## src/rtl/sd_spi.sv

```systemverilog
// SPI mode-0 byte shifter for SD cards, clocked entirely from fclk.
// Ports: fclk/rst (sync, active-high), sd_start/sd_datain request a byte,
// sd_dataout/done return it, sdclk/sddo/sddi go to the card,
// busy covers shifting + pending, ovr flags a dropped request.
module sd_spi #(
    parameter int HALF = 2
) (
    input  logic       fclk,
    input  logic       rst,
    input  logic       sd_start,
    input  logic [7:0] sd_datain,
    output logic [7:0] sd_dataout,
    output logic       sdclk,
    output logic       sddo,
    input  logic       sddi,
    output logic       busy,
    output logic       done,
    output logic       ovr
);

    typedef enum logic {
        IDLE,
        SHIFT
    } state_t;

    localparam logic [3:0] PH_END = 4'(HALF - 1);

    state_t     state;
    state_t     state_nx;
    logic [3:0] phase;
    logic [2:0] bitcnt;
    logic [7:0] tx;
    logic [7:0] rx;
    logic [7:0] pend_data;
    logic       pend;

    logic tick;
    logic rise;
    logic fall;
    logic last;
    logic load;
    logic take_pend;
    logic take_new;

    always_comb begin
        state_nx  = state;
        tick      = 1'b0;
        rise      = 1'b0;
        fall      = 1'b0;
        last      = 1'b0;
        load      = 1'b0;
        take_pend = 1'b0;
        take_new  = 1'b0;
        unique case (state)
            IDLE: begin
                if (sd_start) begin
                    state_nx = SHIFT;
                    load     = 1'b1;
                end
            end
            SHIFT: begin
                tick = (phase == PH_END);
                rise = tick && !sdclk;
                fall = tick && sdclk;
                last = fall && (bitcnt == 3'd7);
                if (last) begin
                    if (pend) begin
                        take_pend = 1'b1;
                    end else if (sd_start) begin
                        take_new = 1'b1;
                    end else begin
                        state_nx = IDLE;
                    end
                end
            end
            default: state_nx = IDLE;
        endcase
    end

    always_ff @(posedge fclk) begin
        if (rst) begin
            state <= IDLE;
        end else begin
            state <= state_nx;
        end
    end

    // tx refills with 1s as it shifts, so it reads 8'hFF whenever idle
    // and sddo can come straight from its MSB.
    always_ff @(posedge fclk) begin
        if (rst) begin
            phase      <= 4'd0;
            bitcnt     <= 3'd0;
            tx         <= 8'hFF;
            rx         <= 8'h00;
            pend       <= 1'b0;
            pend_data  <= 8'h00;
            sdclk      <= 1'b0;
            sd_dataout <= 8'hFF;
            done       <= 1'b0;
            ovr        <= 1'b0;
        end else begin
            done <= last;

            if (load || take_new) begin
                tx <= sd_datain;
            end else if (take_pend) begin
                tx <= pend_data;
            end else if (fall) begin
                tx <= {tx[6:0], 1'b1};
            end

            if (load) begin
                phase <= 4'd0;
            end else if (state == SHIFT) begin
                phase <= tick ? 4'd0 : phase + 4'd1;
            end

            if (tick) begin
                sdclk <= ~sdclk;
            end

            if (rise) begin
                rx <= {rx[6:0], sddi};
            end

            if (load) begin
                bitcnt <= 3'd0;
            end else if (fall) begin
                bitcnt <= bitcnt + 3'd1;
            end

            if (last) begin
                sd_dataout <= rx;
            end

            // A request arriving as the pending byte is consumed
            // takes over the freed pending slot.
            if (take_pend) begin
                pend <= sd_start;
                if (sd_start) begin
                    pend_data <= sd_datain;
                end
            end else if (state == SHIFT && sd_start && !take_new) begin
                if (pend) begin
                    ovr <= 1'b1;
                end else begin
                    pend      <= 1'b1;
                    pend_data <= sd_datain;
                end
            end
        end
    end

    assign sddo = tx[7];
    assign busy = (state == SHIFT) | pend;

endmodule

```

## config.mk

```make
export PLATFORM = sky130hd
export DESIGN_NAME = sd_spi
export DESIGN_NICKNAME = d
export VERILOG_FILES = /design/src/rtl/sd_spi.sv
export SDC_FILE = /design/constraint.sdc
export NUM_CORES = 1
export LEC_CHECK = 0
export ABC_AREA = 1
export ABC_CLOCK_PERIOD_IN_PS = 2100
export BUFFER_PORTS_ARGS = -buffer_cell sky130_fd_sc_hd__buf_2
export CAP_MARGIN = 20
export CORE_ASPECT_RATIO = 0.6
export CORE_MARGIN = 4
export CORE_UTILIZATION = 57
export DETAILED_ROUTE_END_ITERATION = 8
export GPL_TIMING_DRIVEN = 0
export PLACE_DENSITY = 0.79
export SLEW_MARGIN = 15
export SYNTH_ARGS = -nofsm -noshare
export SYNTH_HDL_FRONTEND = slang
export SYNTH_SLANG_ARGS = --single-unit
```

## constraint.sdc

```tcl
create_clock -name fclk -period 2.1 [get_ports fclk]
set_clock_uncertainty 0.1 [all_clocks]
set_input_delay 0.42 -clock fclk [delete_from_list [all_inputs] [get_ports fclk]]
set_output_delay 0.42 -clock fclk [all_outputs]
set_load 0.02 [all_outputs]
```

# After elaboration in Yosys (flattened, before gate mapping)
# Index checks and enable logic that the tools add are counted.
# Widths: inputs -> output; s select.
[totals]
latchBits = 0
word_cells = 59
ramBits = 0
out_inout_bits = 13
inputBits = 12
mem_count = 0
mem_bits_ro = 0
register_bits = 44
[op_classes]
n_mul = 0
mux = 25
n_lt_le_gt_ge = 0
eq_ne = 4
n_shift = 0
reduce_logical = 13
div = 0
bitwise_logic = 4
n_addsub = 2
[op_table]
columns = ["cell", "count"]
rows = [
  ["$mux 8", 7],
  ["$mux 1", 16],
  ["$reduce_and 3->1", 2],
  ["$logic_and 1x1->1", 5],
  ["$add 4x1->4 const B", 1],
  ["$eq 4x1->1 const B", 1],
  ["$mux 4", 1],
  ["$add 3x1->3 const B", 1],
  ["$eq 3x3->1 const B", 1],
  ["$not 1->1", 3],
  ["$reduce_bool 3->1", 1],
  ["$logic_not 1->1", 2],
  ["$ne 2x1->1 const B", 1],
  ["$ne 2x2->1 const B", 1],
  ["$pmux 1 s2", 1],
  ["$reduce_bool 2->1", 1],
  ["$reduce_or 2->1", 1],
  ["$logic_or 1x1->1", 1],
  ["$or 1x1->1", 1],
]

# Longest topological paths before layout
# Gate-level depths: netlist of the first run.
[logic_depth]
depth_word = 9
mapped_depth = 11
mapped_depth_nobuf = 11

# Least setup slack after synthesis of the first run
# Ideal clock, no wire load.
[synth_path]
kind = "register -> register"
start = "register bitcnt[0]"
end = "register tx[0]"
setup_time_ps = 133
t_arrival_ps = 1454
n_path_buf = 1
synth_period_minus_slack_ps = 1688
stages_incl_launch_ff = 11
path_slack_ps = 412
required_ps = 1867
cell_sequence = "dfxtp_1 -> ha_1 -> ha_1 -> inv_1 -> nor2_1 -> nand2_1 -> nand2_1 -> buf_2 -> nand3_1 -> nand3_1 -> nand3_1"
[synth_between]
elab_chain_cells = 6
word_cells_on_any_way = 10
cone_classes = "eq/ne (1); mux (6); reduce/logical (3)"
[synth_rtl]
columns = ["element", "line_no", "text"]
rows = [
  ["start: declaration", "31", "logic [2:0] bitcnt;"],
  ["start signal: assignment", "130", "bitcnt <= bitcnt + 3'd1;"],
  ["$eq 3x3->1 *", "65", "last = fall && (bitcnt == 3'd7);"],
  ["$logic_and 1x1->1 *", "65", ""],
  ["$mux 1", "66", "if (last) begin"],
  ["$mux 1", "54", "unique case (state)"],
  ["$mux 8 / $logic_or 1x1->1 (equally long branches)", "107, 105", ""],
  ["$mux 8 / $reduce_bool 3->1 (equally long branches)", "--", ""],
  ["end signal: assignment", "106", "tx <= sd_datain;"],
  ["end signal: assignment", "108", "tx <= pend_data;"],
  ["end signal: assignment", "110", "tx <= {tx[6:0], 1'b1};"],
  ["end: declaration", "32", "logic [7:0] tx;"],
]
# Mark *: on every way between the ends. The rest lies on a longest branch, timed or not.
# A chain may end at the register's enable or synchronous reset.

# Final worst setup path of the first run
[layout_path]
start = "register phase[0]"
end = "register rx[7]"
[layout_between]
elab_chain_cells = 3
[layout_rtl]
columns = ["element", "line_no", "text"]
rows = [
  ["start: declaration", "30", "logic [3:0] phase;"],
  ["start signal: assignment", "116", "phase <= tick ? 4'd0 : phase + 4'd1;"],
  ["$eq 4x1->1", "62", "tick = (phase == PH_END);"],
  ["$logic_and 1x1->1", "63", "rise = tick && !sdclk;"],
  ["$mux 1", "54", ""],
  ["end signal: assignment", "124", "rx <= {rx[6:0], sddi};"],
  ["end: declaration", "33", "logic [7:0] rx;"],
]
# Every way passes these cells.

==> results of run 1 <==
## cells in the mapped netlist, drive strengths merged
| master | number | area, µm² |
|---|---|---|
| a21oi | 26 | 141 |
| a31oi | 1 | 6.26 |
| buf | 5 | 37.5 |
| clkbuf | 6 | 22.5 |
| dfxtp | 44 | 881 |
| ha | 4 | 50.1 |
| inv | 36 | 138 |
| nand2 | 59 | 239 |
| nand3 | 31 | 155 |
| nand3b | 7 | 52.6 |
| nand4 | 1 | 21.3 |
| nor2 | 33 | 141 |
| nor3 | 3 | 15.0 |
| o211ai | 7 | 52.6 |
| o21ai | 7 | 35.0 |
| or2 | 2 | 12.5 |
| xor2 | 1 | 8.76 |
## worst min path at each step
stage               startpoint     to  cells after the start
floorplan                rx[7]  rx[7]                      2
global placement           ovr    ovr                      2
detailed placement         ovr    ovr                      2
CTS                        rst  state                      2
global route               rst  state                      2
finish                     rst    ovr                      2
## per-stage QoR
| step | hold slack (ns) | area [µm²] | std cells | util, % |
|---|---|---|---|---|
| after global routing | 0.290 | 2270 | 349 | 68.4 |
| after detailed placement | 0.343 | 2190 | 342 | 65.8 |
| after CTS | 0.285 | 2270 | 349 | 68.2 |
| after floorplan | 0.330 | 2010 | 273 | - |
| after global placement | 0.335 | 2190 | 342 | 65.8 |
| final | 0.291 | 2270 | 349 | 68.4 |
## what timing repair did
item                                    4_1_cts  5_1_grt
gates resized for setup                       0        3
endpoints found under the setup margin        0        2
hold buffers                                  0        0
## cell type report
class                      count  share of cell area (%)
buffer                        11                    2.75
clock buffer                   5                    3.03
clock inverter                 2                   0.551
inverter                      36                    6.06
multi-input combinational    182                    41.1
sequential                    44                    38.8
tap                           45                    2.48
timing repair buffer          24                    5.29
## worst max-delay path, cell delays in order (launching register included)
cell and delay (ns):
dfxtp_1 0.39, ha_1 0.27, nand2_1 0.08, nor2_1 0.16, nand3_1 0.24, clkbuf_1 0.29
o21ai_0 0.22, a21oi_1 0.06
## flip-flops by register name, summed over array words and instances (netlist names)
register and cells:
bitcnt 3, done 1, ovr 1, pend 1
pend_data 8, phase 4, rx 8, sd_dataout 8
sdclk 1, state 1, tx 8
## per-layer routing
| layer | routed length (µm) | part of all wire [%] | global-route usage (%) | vias up |
|---|---|---|---|---|
| met5 | 0 | 0 | 0 | - |
| met4 | 29 | 0.64 | 6.32 | 0 |
| met3 | 338 | 7.5 | 5.35 | 5 |
| met2 | 1740 | 39 | 27.4 | 73 |
| met1 | 2400 | 53 | 33.1 | 823 |
| li1 | - | - | - | 933 |
## layout by cell type (no fill, tap or decap)
master / Yosys / layout
a21oi_1: 25 / 25
a21oi_4: 1 / 1
a31oi_1: 1 / 1
buf_2: 3 / 26
buf_4: 0 / 1
buf_6: 2 / 2
clkbuf_1: 6 / 6
clkbuf_8: 0 / 5
clkinv_2: 0 / 1
clkinvlp_4: 0 / 1
dfxtp_1: 44 / 44
ha_1: 4 / 4
inv_1: 34 / 34
inv_2: 1 / 1
inv_4: 1 / 1
nand2_1: 56 / 55
nand2_2: 1 / 2
nand2_4: 2 / 2
nand3_1: 31 / 31
nand3b_1: 7 / 7
nand4_4: 1 / 1
nor2_1: 30 / 30
nor2_2: 1 / 1
nor2_4: 2 / 2
nor3_1: 3 / 3
o211ai_1: 7 / 7
o21ai_0: 7 / 7
or2_2: 2 / 2
xor2_1: 1 / 1
## cell families (layout without fill, tap and decap cells)
logic type,after synthesis,after routing
simple gates,136,136
buf+inv,47,78
flops,44,44
compound gates,41,41
fa+ha+maj,4,4
xor+xnor,1,1
## power by group through the flow
| stage | sequential (mW) | combinational [mW] | clock [mW] |
|---|---|---|---|
| after floorplan | 0.902 | 0.127 | 0 |
| after global placement | 0.901 | 0.175 | 0 |
| after detailed placement | 0.902 | 0.178 | 0 |
| after CTS | 0.882 | 0.180 | 0.516 |
| after global routing | 0.887 | 0.207 | 0.551 |
| final | 0.883 | 0.184 | 0.503 |
==> metrics, run 1 <==
die area 0.00457 mm²; status complete, no violations; floorplan die width 84.7 µm; synthesized area roughly 0.002 mm²; largest family of logic cells by synthesized area simple AND/OR/NAND/NOR gates; Post-Synth Simple-Gate Area 31.7%; vias per cell between 5 and 6; post-synthesis compound-gate area fraction 11.7%; syn_area_per_cell 7.36 µm²; worst-path fanout max 10; initial core utilization approximately three fifths; R2R cell count 7; fillcell total 318; syn_nets 289; Internal Power 1.16 mW; Core Box Area 0.00332 mm²; sw frac 26.3%; Final WS setup ~0.18 ns; Worst-Margin Slew 0.534 ns; n_diodes 0; Slew Limit Fails 0; DP HPWL 3.20 mm; Seq/Total Area, Yosys 43.8%; post-layout min period 1.92 ns; CTS Sinks 44; Ys Warns 0; initial antenna violation count 0; area share of fa/ha/maj cells after synthesis between 2 and 2.5%; total CTS buffers 5; storage element area 881 µm²; Hold Crit Class in -> reg; multiplexer share of the synthesized area 0%; Die H 54.0 µm; sequential power share 56.3%; overall routing resource usage 21.1%; RSZ-0062 raised after global routing false; XOR/XNOR Fraction of Synth Area 0.436%; Critical R2R Launch phase[0]; pre-CTS setup slack 0.205 ns; WL/cell ~13 µm; final hold vios 0; FF-to-FF End rx[7]; Clk network pwr share ~32%; CTS max path bufs 2; worst reg2reg setup slack 0.18 ns; Cell variety after synth 25; type of origin of the critical path flop; DR iter-0 viols 111; FF+latch count, synth 44; nets@finish between 300 and 400; Final TNS setup 0 ns; power consumption roughly 1.6 mW; final wirelength 4.50 mm; GRT Residual Overflow 0; post-CTS setup buffers 0; Top Ports 25; first-pass GRT wire length about 7.4 mm; CTS tree built; FMAX 522 MHz; max_slew headroom 64.4%; GP Congestion 0.853; 1st-pass router iterations 5; H-tree Lvls 2; Data required, critical path 2.18 ns; CP Launch Point phase[0]; CP Data Arrival Time a little under 2 ns; Pwr Density 691 mW/mm²; Setup Viol. Count Final 0; row count 16; clk slew on worst S/H paths 0.08 ns; fin crit share 91.2%; # DRC 0; footprint of the multi-input gates about 930 µm²; Synth-to-Final Area Change 13.1%; CP Capture Point rx[7]; share of cells above drive strength 1 16.1%; clock root cell clkbuf_8; combinational share of power a little under an eighth; Leak 1.04 nW; clock latency at the later pin of the worst-skew pair roughly 0.29 ns; pin count of the biggest net entering global routing 14; # Max-Cap Violations 0; sw power 0.413 mW; CP Capture Type flop; Mapped Cells 273; maximum VDD drop 0.506 mV; total number of vias 1,834; vias in the first global route 1,565; PortBufs 24; post-route ant nets 0; critical setup path kind reg -> reg
No activity file was read; power rests on OpenSTA's default activity.
==> run 2, diff against run 1 <==
--- a/config.mk
+++ b/config.mk
@@ -8,14 +8,12 @@
 export ABC_AREA = 1
 export ABC_CLOCK_PERIOD_IN_PS = 2100
 export BUFFER_PORTS_ARGS = -buffer_cell sky130_fd_sc_hd__buf_2
-export CAP_MARGIN = 20
 export CORE_ASPECT_RATIO = 0.6
-export CORE_MARGIN = 4
 export CORE_UTILIZATION = 57
 export DETAILED_ROUTE_END_ITERATION = 8
 export GPL_TIMING_DRIVEN = 0
 export PLACE_DENSITY = 0.79
-export SLEW_MARGIN = 15
+export SLEW_MARGIN = 20
 export SYNTH_ARGS = -nofsm -noshare
 export SYNTH_HDL_FRONTEND = slang
 export SYNTH_SLANG_ARGS = --single-unit
==> metrics, run 2 (synthesized netlist as in run 1, its figures left out) <==
status complete, no violations; Core Util, Final 69.8% (+1.5 points); row count 16 (unchanged); pin count of the biggest net entering global routing 15 (+1); worst-path fanout max 8 (-2); CP Data Arrival Time 2.01 ns (+0.02 ns); FMAX 523 MHz (+0.25%); Leak 1.06 nW (+2.0%); overall routing resource usage 25.8% (+4.7 points); Core Box Area 0.00330 mm² (-0.60%); fillcell total 285 (-10%); RSZ-0062 raised after global routing false; CTS resizes 0 (unchanged); CTS max path bufs 2 (unchanged); Slew Limit Fails 0 (unchanged); total CTS buffers 5 (unchanged); share of cells above drive strength 1 16.1% (-0.053 points); Data required, critical path 2.20 ns (+0.02 ns); clock root cell clkbuf_8; die area 0.00377 mm² (-17%); CTS Hold Bufs 0 (unchanged); Layout Cells excl Fill 350 (+0.29%); type of origin of the critical path flop; final wirelength 4.51 mm (+0.36%); DR iter-0 viols 191 (+72%); fin crit share 91.0% (-0.23 points); nets@finish 320 (unchanged); Die H 48.0 µm (-11%); post-route ant nets 0 (unchanged); final hold vios 0 (unchanged); floorplan die width 78.7 µm (-7.1%); Top Ports 25 (unchanged); clk slew on worst S/H paths 0.08 ns (about the same); final hold slack 0.276 ns (-0.0152 ns); Synth-to-Final Area Change 14.8%; Final TNS setup 0 ns (unchanged); clock latency at the later pin of the worst-skew pair 0.30 ns (about the same); 1st-pass router iterations 5 (unchanged); # Max-Cap Violations 0 (unchanged); Hold Crit Class in -> reg; GP Congestion 0.834 (-2.2%); # DRC 0 (unchanged); PortBufs 24 (unchanged); vias per cell 5.15 (-2.0%); first-pass GRT wire length 7.11 mm (-4.1%); GRT Residual Overflow 0 (unchanged); total number of vias 1,802 (-1.7%); H-tree Lvls 2 (unchanged); maximum VDD drop 0.499 mV (-1.3%); power consumption 1.75 mW (+12%); vias in the first global route 1,504 (-3.9%); post-layout min period 1.91 ns (-0.00474 ns); Setup Viol. Count Final 0 (unchanged); WL/cell 12.9 µm (about the same); CTS tree built; post-CTS setup buffers 0 (unchanged); n_diodes 0 (unchanged); CTS Sinks 44 (unchanged); initial core utilization 60.8% (+0.37 points); max_slew headroom 65.6% (+1.2 points); Pwr Density 761 mW/mm² (+10%); initial antenna violation count 0 (unchanged); DP Cell Count 342 (unchanged); critical setup path kind reg -> reg; commonest non-fill, non-tap cell in the layout nand2_1; DP HPWL 3.18 mm (-0.57%); CP Capture Type flop; most frequent cells in the layout nand2_1, dfxtp_1, inv_1; Worst-Margin Slew 0.516 ns (-0.0185 ns)
==> run 2: where the power goes <==
group | internal, mW | switching [mW]
Sequential | 0.866 | 0.0160
Clock | 0.389 | 0.301
Combinational | 0.0641 | 0.118
Total | 1.32 | 0.435
==> run 2: per-stage QoR <==
stage	worst slack [ns]	area (µm²)
finish	0.190	2310
global route	0.0222	2310
detailed placement	0.220	2190
CTS	0.188	2310
global placement	0.255	2190
floorplan	0.412	2010
==> run 2: critical path, cell delays in order (launching register included) <==
cell and delay [ns]:
dfxtp_1 0.36, ha_1 0.16, ha_1 0.21, inv_1 0.10, nor2_1 0.11, nand2_1 0.06, nand2_1 0.14, nand2_1 0.09
nand2_1 0.24, nor2_1 0.08, nor2_1 0.10, nand2_1 0.05
==> run 2: final cells by class <==
| class | instances | area [µm²] | area share, % |
|---|---|---|---|
| multi-input cells | 182 | 931 | 40.3 |
| flip-flops and latches | 44 | 881 | 38.2 |
| inverters | 36 | 138 | 5.97 |
| repair buffers | 24 | 120 | 5.21 |
| clock buffers | 6 | 82.6 | 3.58 |
| plain buffers | 11 | 60.1 | 2.60 |
| well taps | 45 | 56.3 | 2.44 |
| clock inverters | 2 | 38.8 | 1.68 |
==> run 2: final timing paths <==
check                           startpoint  endpoint  slack [ns]  cells after the start
worst min register to register         ovr       ovr        0.36                      2
worst min-delay path                   rst     state        0.28                      2
worst max register to register   bitcnt[0]     tx[1]        0.19                     11
worst max-delay path             bitcnt[0]     tx[1]        0.19                     11
==> run 2: per-layer routing <==
| layer | up-vias | global-route usage [%] | routed length [µm] |
|---|---|---|---|
| met5 | - | 0 | 0 |
| met1 | 804 | 39.0 | 2350 |
| li1 | 935 | - | - |
| met4 | 0 | 8.52 | 55 |
| met3 | 7 | 5.90 | 294 |
| met2 | 56 | 35.5 | 1810 |
==> run 3, diff against run 2 <==
==> config.mk (replaced) <==
export PLATFORM = sky130hd
export DESIGN_NAME = sd_spi
export DESIGN_NICKNAME = d
export VERILOG_FILES = /design/src/rtl/sd_spi.sv
export SDC_FILE = /design/constraint.sdc
export NUM_CORES = 1
export LEC_CHECK = 0
export ABC_AREA = 1
export CAP_MARGIN = 0
export CORE_ASPECT_RATIO = 0.6
export CORE_UTILIZATION = 62
export DETAILED_ROUTE_END_ITERATION = 8
export DONT_BUFFER_PORTS = 1
export GPL_TIMING_DRIVEN = 0
export PLACE_DENSITY = 0.78
export SLEW_MARGIN = 20
export SYNTH_ARGS = -nofsm -noshare
export SYNTH_HDL_FRONTEND = slang
export SYNTH_SLANG_ARGS = --single-unit
==> metrics, run 3 (synthesized netlist as in run 1, its figures left out) <==
Clk network pwr share 33.7% (-5.6 points); maximum VDD drop 0.453 mV (-9.1%); Data required, critical path 2.24 ns (+0.04 ns); worst-path fanout max 10 (+2); met3 usage 6.56% (+0.66 points); vias in the first global route 1,396 (-7.2%); Setup Viol. Count Final 0 (unchanged); PortBufs 0 (-100%); # Max-Cap Violations 0 (unchanged); Slew Limit Fails 0 (unchanged); max_slew headroom 67.1% (+1.4 points); worst reg2reg setup slack 0.16 ns (-0.03 ns); CP Capture Point tx[7]; global-route met2 utilization 33.8% (-1.7 points); Final TNS setup 0 ns (unchanged); RSZ-0062 raised after global routing false; GP Congestion 0.818 (-2.0%); CTS Hold Bufs 0 (unchanged); Leak 0.960 nW (-9.5%); CP Capture Type flop; initial core utilization 67.8% (+6.9 points); Core Box Area 0.00297 mm² (-10%); type of origin of the critical path flop; CTS resizes 0 (unchanged); CTS Sinks 44 (unchanged); GRT Residual Overflow 0 (unchanged); Worst-Margin Slew 0.494 ns (-0.0215 ns); commonest non-fill, non-tap cell in the layout nand2_1; final wirelength 4.31 mm (-4.5%); fin crit share 92.4% (+1.5 points); clock latency at the later pin of the worst-skew pair 0.29 ns (about the same); CTS max path bufs 2 (unchanged); Core Util, Final 72.6% (+2.7 points); row count 15 (-1); post-route ant nets 0 (unchanged); Internal Power 1.19 mW (-9.9%); FF-to-FF End tx[7]; H-tree Lvls 2 (unchanged); initial antenna violation count 0 (unchanged); Critical R2R Launch bitcnt[0]; post-layout min period 1.94 ns (+0.0308 ns); final hold vios 0 (unchanged); clock root cell clkbuf_8; R2R cell count 10 (-1); floorplan die width 75.5 µm (-4.0%); share of cells above drive strength 1 8.19% (-7.9 points); pin count of the biggest net entering global routing 13 (-2); total number of vias 1,717 (-4.7%); fillcell total 260 (-8.8%); Hold Crit Class in -> reg; DP Cell Count 315 (-7.9%); overall routing resource usage 26.4% (+0.65 points); status complete, no violations; # DRC 0 (unchanged); WL/cell 13.3 µm (+3.5%); GRT busiest layer met1; CP Launch Point bitcnt[0]; sequential power share 56.3% (+6.0 points); die area 0.00348 mm² (-7.8%); nets@finish 296 (-7.5%); n_diodes 0 (unchanged); first-pass GRT wire length 6.49 mm (-8.7%); 1st-pass router iterations 4 (-1); critical setup path kind reg -> reg; post-CTS setup buffers 0 (unchanged); Top Ports 25 (unchanged); vias per cell 5.32 (+3.2%); sw frac 24.6% (-0.17 points); FMAX 515 MHz (-1.6%); CTS tree built; sw power 0.389 mW (-11%); clk slew on worst S/H paths 0.08 ns (about the same); Synth-to-Final Area Change 7.10%; most frequent cells in the layout nand2_1, dfxtp_1, inv_1; power consumption 1.58 mW (-10%); total CTS buffers 5 (unchanged); Die H 46.1 µm (-3.9%); DP HPWL 3.16 mm (-0.69%); Layout Cells excl Fill 323 (-7.7%); DR iter-0 viols 159 (-17%); combinational share of power 10.0% (-0.4 points); Pwr Density 733 mW/mm² (-3.6%); CP Data Arrival Time 2.08 ns (+0.07 ns); met1 Track Usage GR 42.2% (+3.2 points)
-- run 3: cell types whose count changed in the layout (fill, tap and decap cells not counted) --
cell	delta
buf_2	-24
clkbuf_1	+2
bufinv_16	-1
clkinv_4	-1
-- run 3: layout make-up --
class,count,area [µm²],area share [%]
Tap cell,42,52.6,2.44
Buffer,11,60.1,2.79
Clock buffer,8,90.1,4.19
Inverter,36,138,6.40
Sequential cell,44,881,40.9
Multi-Input combinational cell,182,931,43.3
-- run 3: worst min path at each step --
| stage | startpoint | endpoint | slack [ns] | cells past startpoint |
|---|---|---|---|---|
| 6_report | rst | state | 0.09 | 1 |
| 5_1_grt | rst | rx[2] | 0.08 | 1 |
| 3_3_place_gp | rx[7] | rx[7] | 0.35 | 2 |
| 4_1_cts | rst | state | 0.08 | 1 |
| 2_1_floorplan | rx[7] | rx[7] | 0.33 | 2 |
| 3_5_place_dp | rx[7] | rx[7] | 0.35 | 2 |
-- run 3: power groups by stage --
| stage | Sequential [mW] | Combinational, mW | Clock [mW] |
|---|---|---|---|
| final | 0.888 | 0.158 | 0.532 |
| after global routing | 0.891 | 0.178 | 0.569 |
| after CTS | 0.888 | 0.156 | 0.538 |
| after detailed placement | 0.907 | 0.155 | 0 |
| after global placement | 0.906 | 0.152 | 0 |
| after floorplan | 0.902 | 0.127 | 0 |
-- run 3: critical path, stage by stage, from the launching register on --
cell     delay (ns)
dfxtp_1        0.33
ha_1           0.20
ha_1           0.23
inv_1          0.13
nor2_1         0.06
nand2_1        0.06
nand2_1        0.11
buf_2          0.23
a21oi_4        0.25
nand3_1        0.10
nand2_1        0.08
-- run 3: per-stage QoR --
step                setup slack (ns)  instance area (µm²)  hold slack (ns)
global placement               0.251                 2060            0.345
CTS                            0.184                 2150           0.0821
finish                         0.159                 2150           0.0858
global route                 0.00543                 2150           0.0770
floorplan                      0.412                 2010            0.330
detailed placement             0.204                 2060            0.349
-- run 3: layer usage --
layer	share of wire, %	up-vias
met1	53	767
met5	0	-
met4	0.93	0
met2	39	49
met3	6.8	6
li1	-	895
